==> config.mk <==
export PLATFORM = sky130hd
export DESIGN_NAME = decode_stage_hz
export DESIGN_NICKNAME = d
export VERILOG_FILES = /design/src/rtl/dlx_decode_pkg.sv /design/src/rtl/decode_regbank.sv /design/src/rtl/decode_stage_hz.sv
export SDC_FILE = /design/constraint.sdc
export NUM_CORES = 2
export LEC_CHECK = 0
export CAP_MARGIN = 0
export CELL_PAD_IN_SITES_DETAIL_PLACEMENT = 0
export CELL_PAD_IN_SITES_GLOBAL_PLACEMENT = 2
export CORE_UTILIZATION = 41
export CTS_BUF_LIST = sky130_fd_sc_hd__clkbuf_4
export DETAILED_ROUTE_END_ITERATION = 12
export PLACE_DENSITY = 0.85
export SLEW_MARGIN = 20
export SYNTH_ARGS = -nofsm -noshare
export SYNTH_HDL_FRONTEND = slang
export SYNTH_SLANG_ARGS = --single-unit
==> constraint.sdc <==
create_clock -name clk -period 4.48 [get_ports clk]
set_input_delay 0.896 -clock clk [delete_from_list [all_inputs] [get_ports clk]]
set_output_delay 0.896 -clock clk [all_outputs]
set_load 0.05 [all_outputs]
==> src/rtl/dlx_decode_pkg.sv <==
// Shared constants for the DLX decode stage: opcodes, instruction field positions,
// control-word bit indices and an opcode classifier.
package dlx_decode_pkg;

  localparam int unsigned INSTR_W = 32;
  localparam int unsigned CTRL_W  = 8;

  localparam int unsigned OPCODE_MSB = 31;
  localparam int unsigned OPCODE_LSB = 26;
  localparam int unsigned RS1_MSB    = 25;
  localparam int unsigned RS1_LSB    = 21;
  localparam int unsigned RS2_MSB    = 20;
  localparam int unsigned RS2_LSB    = 16;
  localparam int unsigned RD_I_MSB   = 20;
  localparam int unsigned RD_I_LSB   = 16;
  localparam int unsigned RD_R_MSB   = 15;
  localparam int unsigned RD_R_LSB   = 11;

  localparam logic [5:0] OP_RTYPE = 6'h00;
  localparam logic [5:0] OP_J     = 6'h02;
  localparam logic [5:0] OP_JAL   = 6'h03;
  localparam logic [5:0] OP_BEQZ  = 6'h04;
  localparam logic [5:0] OP_BNEZ  = 6'h05;
  localparam logic [5:0] OP_JR    = 6'h12;
  localparam logic [5:0] OP_JALR  = 6'h13;
  localparam logic [5:0] OP_LW    = 6'h23;
  localparam logic [5:0] OP_SW    = 6'h2B;

  // Control word layout, MSB first.
  localparam int unsigned CTRL_REG_WR_EN = 7;
  localparam int unsigned CTRL_MEM_RD_EN = 6;
  localparam int unsigned CTRL_MEM_WR_EN = 5;
  localparam int unsigned CTRL_WB_SEL    = 4;
  localparam int unsigned CTRL_IMM_INST  = 3;
  localparam int unsigned CTRL_BRANCH    = 2;
  localparam int unsigned CTRL_JUMP      = 1;
  localparam int unsigned CTRL_JUMP_USE_R = 0;

  typedef enum logic [3:0] {
    ClsRtype,
    ClsLoad,
    ClsStore,
    ClsBranch,
    ClsJump,
    ClsJumpLink,
    ClsJumpReg,
    ClsJumpRegLink,
    ClsAluImm
  } instr_class_e;

  function automatic instr_class_e classify(input logic [5:0] opcode);
    instr_class_e cls;
    case (opcode)
      OP_RTYPE:         cls = ClsRtype;
      OP_LW:            cls = ClsLoad;
      OP_SW:            cls = ClsStore;
      OP_BEQZ, OP_BNEZ: cls = ClsBranch;
      OP_J:             cls = ClsJump;
      OP_JAL:           cls = ClsJumpLink;
      OP_JR:            cls = ClsJumpReg;
      OP_JALR:          cls = ClsJumpRegLink;
      default:          cls = ClsAluImm;
    endcase
    return cls;
  endfunction

endpackage

==> src/rtl/decode_regbank.sv <==
// Register bank with two combinational read ports; r0 is hard-wired to zero.
// Define DECODE_WB_BYPASS_EN to forward same-cycle write data to the read ports.
module decode_regbank #(
  parameter int unsigned DATA_WIDTH     = 32,
  parameter int unsigned REG_ADDR_WIDTH = 5
) (
  input  logic                      clk,
  input  logic                      rst_n,
  input  logic                      wr_en,
  input  logic [REG_ADDR_WIDTH-1:0] wr_addr,
  input  logic [DATA_WIDTH-1:0]     wr_data,
  input  logic [REG_ADDR_WIDTH-1:0] rd_addr_a,
  input  logic [REG_ADDR_WIDTH-1:0] rd_addr_b,
  output logic [DATA_WIDTH-1:0]     rd_data_a,
  output logic [DATA_WIDTH-1:0]     rd_data_b
);

  localparam int unsigned DEPTH = 2 ** REG_ADDR_WIDTH;

  logic [DATA_WIDTH-1:0] bank_q [DEPTH];
  logic                  wr_active;

  assign wr_active = wr_en & (wr_addr != '0);

  always_ff @(posedge clk) begin
    if (!rst_n) begin
      for (int i = 0; i < int'(DEPTH); i++) begin
        bank_q[i] <= '0;
      end
    end else if (wr_active) begin
      bank_q[wr_addr] <= wr_data;
    end
  end

  always_comb begin
    rd_data_a = bank_q[rd_addr_a];
    rd_data_b = bank_q[rd_addr_b];
`ifdef DECODE_WB_BYPASS_EN
    if (wr_active && (wr_addr == rd_addr_a)) rd_data_a = wr_data;
    if (wr_active && (wr_addr == rd_addr_b)) rd_data_b = wr_data;
`endif
    if (rd_addr_a == '0) rd_data_a = '0;
    if (rd_addr_b == '0) rd_data_b = '0;
  end

endmodule

==> src/rtl/decode_stage_hz.sv <==
// DLX decode stage with load-use interlock, flush and back-pressure feeding an ID/EX register.
// Define DECODE_WB_BYPASS_EN to make same-cycle write-back visible to decode reads.
module decode_stage_hz
  import dlx_decode_pkg::*;
#(
  parameter int unsigned PC_WIDTH        = 20,
  parameter int unsigned DATA_WIDTH      = 32,
  parameter int unsigned REG_ADDR_WIDTH  = 5,
  parameter int unsigned IMEDIATE_WIDTH  = 16,
  parameter int unsigned PC_OFFSET_WIDTH = 26,
  parameter int unsigned LINK_REG        = 31
) (
  input  logic                       clk,
  input  logic                       rst_n,
  input  logic [INSTR_W-1:0]         instruction_in,
  input  logic [PC_WIDTH-1:0]        new_pc_in,
  input  logic                       valid_in,
  input  logic                       flush_in,
  input  logic                       ex_stall_in,
  input  logic                       wb_write_enable,
  input  logic [REG_ADDR_WIDTH-1:0]  wb_reg_wr_addr,
  input  logic [DATA_WIDTH-1:0]      wb_write_data,
  output logic                       stall_out,
  output logic                       valid_out,
  output logic [INSTR_W-1:0]         instruction_out,
  output logic [PC_WIDTH-1:0]        new_pc_out,
  output logic [REG_ADDR_WIDTH-1:0]  rs1_addr_out,
  output logic [REG_ADDR_WIDTH-1:0]  rs2_addr_out,
  output logic [REG_ADDR_WIDTH-1:0]  reg_wr_addr_out,
  output logic [CTRL_W-1:0]          ctrl_out,
  output logic [DATA_WIDTH-1:0]      constant_out,
  output logic [DATA_WIDTH-1:0]      data_alu_a_out,
  output logic [DATA_WIDTH-1:0]      data_alu_b_out,
  output logic [PC_OFFSET_WIDTH-1:0] pc_offset_out
);

  logic [5:0]                  opcode;
  instr_class_e                instr_class;
  logic [REG_ADDR_WIDTH-1:0]   rs1, rs2, rd_r, rd_i, dest;
  logic [CTRL_W-1:0]           ctrl_dec;
  logic                        uses_rs2;
  logic [DATA_WIDTH-1:0]       rs1_data, rs2_data, imm_ext;
  logic [IMEDIATE_WIDTH-1:0]   imm;
  logic                        hazard, load_entry;

  logic                        valid_d, valid_q;
  logic [INSTR_W-1:0]          instr_d, instr_q;
  logic [PC_WIDTH-1:0]         pc_d, pc_q;
  logic [REG_ADDR_WIDTH-1:0]   rs1_d, rs1_q, rs2_d, rs2_q, rd_d, rd_q;
  logic [CTRL_W-1:0]           ctrl_d, ctrl_q;
  logic [DATA_WIDTH-1:0]       const_d, const_q, a_d, a_q, b_d, b_q;
  logic [PC_OFFSET_WIDTH-1:0]  off_d, off_q;

  assign opcode      = instruction_in[OPCODE_MSB:OPCODE_LSB];
  assign instr_class = classify(opcode);
  assign rs1         = REG_ADDR_WIDTH'(instruction_in[RS1_MSB:RS1_LSB]);
  assign rs2         = REG_ADDR_WIDTH'(instruction_in[RS2_MSB:RS2_LSB]);
  assign rd_r        = REG_ADDR_WIDTH'(instruction_in[RD_R_MSB:RD_R_LSB]);
  assign rd_i        = REG_ADDR_WIDTH'(instruction_in[RD_I_MSB:RD_I_LSB]);
  assign imm         = instruction_in[IMEDIATE_WIDTH-1:0];
  assign imm_ext     = {{(DATA_WIDTH - IMEDIATE_WIDTH){imm[IMEDIATE_WIDTH-1]}}, imm};

  decode_regbank #(
    .DATA_WIDTH     (DATA_WIDTH),
    .REG_ADDR_WIDTH (REG_ADDR_WIDTH)
  ) u_regbank (
    .clk       (clk),
    .rst_n     (rst_n),
    .wr_en     (wb_write_enable),
    .wr_addr   (wb_reg_wr_addr),
    .wr_data   (wb_write_data),
    .rd_addr_a (rs1),
    .rd_addr_b (rs2),
    .rd_data_a (rs1_data),
    .rd_data_b (rs2_data)
  );

  // Non-writing classes report destination 0 so EX never sees a stale write target.
  always_comb begin
    ctrl_dec = '0;
    uses_rs2 = 1'b0;
    dest     = '0;
    unique case (instr_class)
      ClsRtype: begin
        ctrl_dec[CTRL_REG_WR_EN] = 1'b1;
        uses_rs2                 = 1'b1;
        dest                     = rd_r;
      end
      ClsLoad: begin
        ctrl_dec[CTRL_REG_WR_EN] = 1'b1;
        ctrl_dec[CTRL_MEM_RD_EN] = 1'b1;
        ctrl_dec[CTRL_WB_SEL]    = 1'b1;
        dest                     = rd_i;
      end
      ClsStore: begin
        ctrl_dec[CTRL_MEM_WR_EN] = 1'b1;
        uses_rs2                 = 1'b1;
      end
      ClsBranch: ctrl_dec[CTRL_BRANCH] = 1'b1;
      ClsJump:   ctrl_dec[CTRL_JUMP]   = 1'b1;
      ClsJumpLink: begin
        ctrl_dec[CTRL_JUMP]      = 1'b1;
        ctrl_dec[CTRL_REG_WR_EN] = 1'b1;
        dest                     = REG_ADDR_WIDTH'(LINK_REG);
      end
      ClsJumpReg: begin
        ctrl_dec[CTRL_JUMP]       = 1'b1;
        ctrl_dec[CTRL_JUMP_USE_R] = 1'b1;
      end
      ClsJumpRegLink: begin
        ctrl_dec[CTRL_JUMP]       = 1'b1;
        ctrl_dec[CTRL_JUMP_USE_R] = 1'b1;
        ctrl_dec[CTRL_REG_WR_EN]  = 1'b1;
        dest                      = REG_ADDR_WIDTH'(LINK_REG);
      end
      default: begin
        ctrl_dec[CTRL_IMM_INST]  = 1'b1;
        ctrl_dec[CTRL_REG_WR_EN] = 1'b1;
        dest                     = rd_i;
      end
    endcase
    if (dest == '0) ctrl_dec[CTRL_REG_WR_EN] = 1'b0;
  end

  // Load in ID/EX whose result a decoding instruction needs: insert one bubble.
  assign hazard = valid_in & valid_q & ctrl_q[CTRL_MEM_RD_EN] & (rd_q != '0) &
                  ((rs1 == rd_q) | (uses_rs2 & (rs2 == rd_q)));

  assign stall_out  = ex_stall_in | (hazard & ~flush_in);
  assign load_entry = valid_in & ~flush_in & ~hazard;

  always_comb begin
    valid_d = 1'b0;
    instr_d = '0;
    pc_d    = '0;
    rs1_d   = '0;
    rs2_d   = '0;
    rd_d    = '0;
    ctrl_d  = '0;
    const_d = '0;
    a_d     = '0;
    b_d     = '0;
    off_d   = '0;
    if (ex_stall_in) begin
      valid_d = valid_q;
      instr_d = instr_q;
      pc_d    = pc_q;
      rs1_d   = rs1_q;
      rs2_d   = rs2_q;
      rd_d    = rd_q;
      ctrl_d  = ctrl_q;
      const_d = const_q;
      a_d     = a_q;
      b_d     = b_q;
      off_d   = off_q;
    end else if (load_entry) begin
      valid_d = 1'b1;
      instr_d = instruction_in;
      pc_d    = new_pc_in;
      rs1_d   = rs1;
      rs2_d   = rs2;
      rd_d    = dest;
      ctrl_d  = ctrl_dec;
      const_d = imm_ext;
      a_d     = rs1_data;
      b_d     = rs2_data;
      off_d   = instruction_in[PC_OFFSET_WIDTH-1:0];
    end
  end

  always_ff @(posedge clk) begin
    if (!rst_n) begin
      valid_q <= 1'b0;
      instr_q <= '0;
      pc_q    <= '0;
      rs1_q   <= '0;
      rs2_q   <= '0;
      rd_q    <= '0;
      ctrl_q  <= '0;
      const_q <= '0;
      a_q     <= '0;
      b_q     <= '0;
      off_q   <= '0;
    end else begin
      valid_q <= valid_d;
      instr_q <= instr_d;
      pc_q    <= pc_d;
      rs1_q   <= rs1_d;
      rs2_q   <= rs2_d;
      rd_q    <= rd_d;
      ctrl_q  <= ctrl_d;
      const_q <= const_d;
      a_q     <= a_d;
      b_q     <= b_d;
      off_q   <= off_d;
    end
  end

  assign valid_out       = valid_q;
  assign instruction_out = instr_q;
  assign new_pc_out      = pc_q;
  assign rs1_addr_out    = rs1_q;
  assign rs2_addr_out    = rs2_q;
  assign reg_wr_addr_out = rd_q;
  assign ctrl_out        = ctrl_q;
  assign constant_out    = const_q;
  assign data_alu_a_out  = a_q;
  assign data_alu_b_out  = b_q;
  assign pc_offset_out   = off_q;

endmodule

==> impl_metrics.tcl <==
set metrics [dict create \
    dp_hpwl_um 132600 \
    syn_area_um2 59040 \
    die_h_um 381.5 \
    synth_edf_count 1024 \
    tns_ns 0 \
    r2r_cells 7 \
    timing.rr.end "data_alu_a_out[17]" \
    min_path_cells 2 \
    yosysMostFrequentCell "edfxtp_1" \
    drv_cap 0 \
    critPathKind "reg2out" \
    initial_utilization 0.4150 \
    synth_top_area_frac 0.5208 \
    cts_tree "built" \
    period_share 0.8716 \
    critPathSlowestCell "clkdlybuf4s50_1" \
    hp-class "in2reg" \
    synth_area_leaders "edfxtp_1, mux4_2, and2_1, dfxtp_1, mux2i_1" \
    critPathRequiredTime_ns 3.58 \
    slew_headroom 0.1593 \
    grt_max_degree 76 \
    power.total_mw 25.24 \
    grt.total_usage 0.2981 \
    ant_nets 0 \
    drc 0 \
    tightest_slew_ns 1.261 \
    pin_count 294 \
    row_count 138 \
    numPlacedInstances 6029 \
    yosysUniqueCellTypes 59 \
    worst_ep_arrival_time_ns 3.01 \
    cts_made_buffers 327 \
    async_flop_share 0 \
    final_util 0.4834 \
    grt_antenna_before_repair 30 \
    power_density_nw_per_um2 367.0 \
    leakage_nw 24.17 \
    grt_pass1_vias 40780 \
    numPortBuffers 293 \
    max_freq_mhz 256.1 \
    clkLatencyLatePin_ns 1.33 \
    synth_top_cell_by_area "edfxtp_1" \
    yosys-top-cells-count "edfxtp_1, and2_1, mux4_2, clkbuf_1, mux2i_1" \
    timing.rr.start "reg_wr_addr_out[0]" \
    final-hold-violation-count 0 \
    core_um2 142300 \
    cp_top_family "buffers and inverters" \
    ys_seq_elements 1153 \
    grt_first_pass_wirelength_um 304100 \
    outcome "finished clean" \
    rsz0062_at_grt "no" \
    min_to "instruction_out[22]" \
    die_w_um 381.5 \
    clock_sinks 1153 \
    r2r_slack_ns 1.90 \
    nets 4568 \
    vias 41070 \
    dr.pass1.iters 6 \
    cts-root-buf "clkbuf_4" \
    fin_crit_ns 3.905 \
    critPathMaxFanout 20 \
    critPathCaptureType "primary output" \
    path_cells "clkdlybuf4s50_1" \
    hold_start "instruction_in[22]" \
    yosysSeqAreaShare 0.5646 \
    max_stage_delay_ns 0.93 \
    syn_area_per_cell_um2 14.33 \
    ir_drop_mv 0.2784 \
    ctsHtreeMaxLevel 5 \
    synth-main-ff-cell "edfxtp_1" \
    start_kind "flip-flop" \
    yosysWarnings 0 \
    wl_um 219900 \
    slew_violations 0 \
    layout.cells.non_filler 6620 \
    via_per_inst 6.203 \
    area_delta_synth_final_pct 16.49 \
    drt_iter0_markers 5730 \
    drive_gt1_frac 0.2699 \
    cts_buffer_depth 4 \
    gp_congestion 0.8795 \
    clkSlewWorstSetupHoldPaths_ns 0.06 \
    skew_ns 0.09140 \
    crit_start "instruction_out[15]" \
    cts-resized-gates 0 \
    die-area_um2 145500 \
    syn-instance-count 4119 \
    path_buf_inv 1 \
    grt-ovfl-total 0 \
    finalSetupViolCount 0 \
    wl_per_cell_um 33.22 \
    cts_setup_buffers 0 \
]
==> worst max-delay path by stage <==
| stage | depth (start not counted) | endpoint | slack (ns) |
|---|---|---|---|
| finish | 1 | constant_out[28] | 0.58 |
| global placement | 7 | stall_out | 0.61 |
| floorplan | 6 | u_regbank.bank_q[24][0] | 0.06 |
| CTS | 6 | stall_out | 0.40 |
| global route | 1 | constant_out[22] | 0.38 |
| detailed placement | 7 | stall_out | 0.69 |
==> cell type report <==
cell class | instances | area, um^2
tap | 1890 | 2365
clock buffer | 472 | 3543
timing repair buffer | 492 | 4951
sequential | 1153 | 33330
inverter | 2 | 7.507
antenna | 28 | 70.07
clock inverter | 86 | 420.4
fill | 12320 | 73500
multi-input combinational | 2497 | 24080
==> kinds of logic after synthesis <==
group                     Yosys count  synth area share
muxes                             704            0.2037
other                               1        0.00006352
and+or+nand+nor                  1228            0.1237
xor gates and xnor gates           10          0.001483
buffers and inverters             500           0.04056
AOI/OAI and AO/OA                 523           0.06587
DFF                              1153            0.5646
==> metrics by stage <==
step	hold slack, ns	setup slack (ns)	cell area [um^2]
CTS	0.01041	0.4014	68720
detailed placement	0.4397	0.6913	64700
global placement	0.4360	0.6063	64700
finish	0.1184	0.5754	68770
global route	0.02871	0.3755	68730
floorplan	0.6567	0.05762	59160
==> timing repair <==
item | CTS | global route
hold buffers | 5 | 0
hold endpoints to repair | 5 | 0
setup endpoints to repair | 0 | 0
==> worst register-to-register path: cells and delay by family (launching register included) <==
family,cells,cell delay [ns]
buffers and inverters,1,0.34
XOR/XNOR,1,0.13
AO/OA/AOI/OAI,4,1.28
AND/OR/NAND/NOR,1,0.14
flip-flops,1,0.55
==> registers in the layout, summed over array words and instances (netlist names) <==
register and count:
new_pc_out 20, ctrl_out 7, u_regbank.bank_q 1024, instruction_out 32, valid_out 1, data_alu_a_out 32, reg_wr_addr_out 5, data_alu_b_out 32
==> layout by cell type, fill, tap and decap left out, types with 5 or more instances in the layout <==
master | Yosys | final
clkdlybuf4s50_1 | 0 | 279
o31ai_1 | 31 | 30
o22ai_1 | 123 | 123
a211oi_1 | 30 | 30
clkbuf_4 | 0 | 472
inv_2 | 0 | 5
buf_12 | 0 | 42
edfxtp_1 | 1024 | 1024
conb_1 | 1 | 32
nor2_4 | 0 | 33
nor2b_1 | 35 | 34
o21ai_0 | 54 | 23
a2111oi_0 | 60 | 60
clkinv_1 | 0 | 68
nor3_1 | 5 | 5
diode_2 | 0 | 28
and2_1 | 994 | 992
mux2_2 | 92 | 92
a21oi_1 | 34 | 34
nor2_1 | 77 | 44
mux4_2 | 389 | 389
a221o_1 | 36 | 36
mux2i_1 | 223 | 223
buf_4 | 106 | 155
o21ai_1 | 13 | 13
nand2_1 | 83 | 81
a211o_1 | 31 | 31
dlygate4sd3_1 | 0 | 5
buf_2 | 70 | 5
a22o_1 | 90 | 90
clkinv_2 | 0 | 11
dfxtp_1 | 129 | 129
o21ai_4 | 0 | 32
xnor2_1 | 10 | 10
==> metal layers <==
| metal | global-route usage | vias up | share of wire |
|---|---|---|---|
| met1 | 0.3759 | 20860 | 0.36 |
| met3 | 0.08691 | 627 | 0.12 |
| met4 | 0.1522 | 2 | 0.052 |
| met5 | 0 | - | 0.000050 |
| met2 | 0.4664 | 2982 | 0.46 |
| li1 | - | 16600 | - |
==> power breakdown <==
| group | switching [mW] | total (mW) | internal [mW] |
|---|---|---|---|
| Sequential | 0.320 | 12.6 | 12.2 |
| Combinational | 1.83 | 3.07 | 1.24 |
| Clock | 4.62 | 9.61 | 4.99 |
No activity file was read; power rests on OpenSTA's default activity.
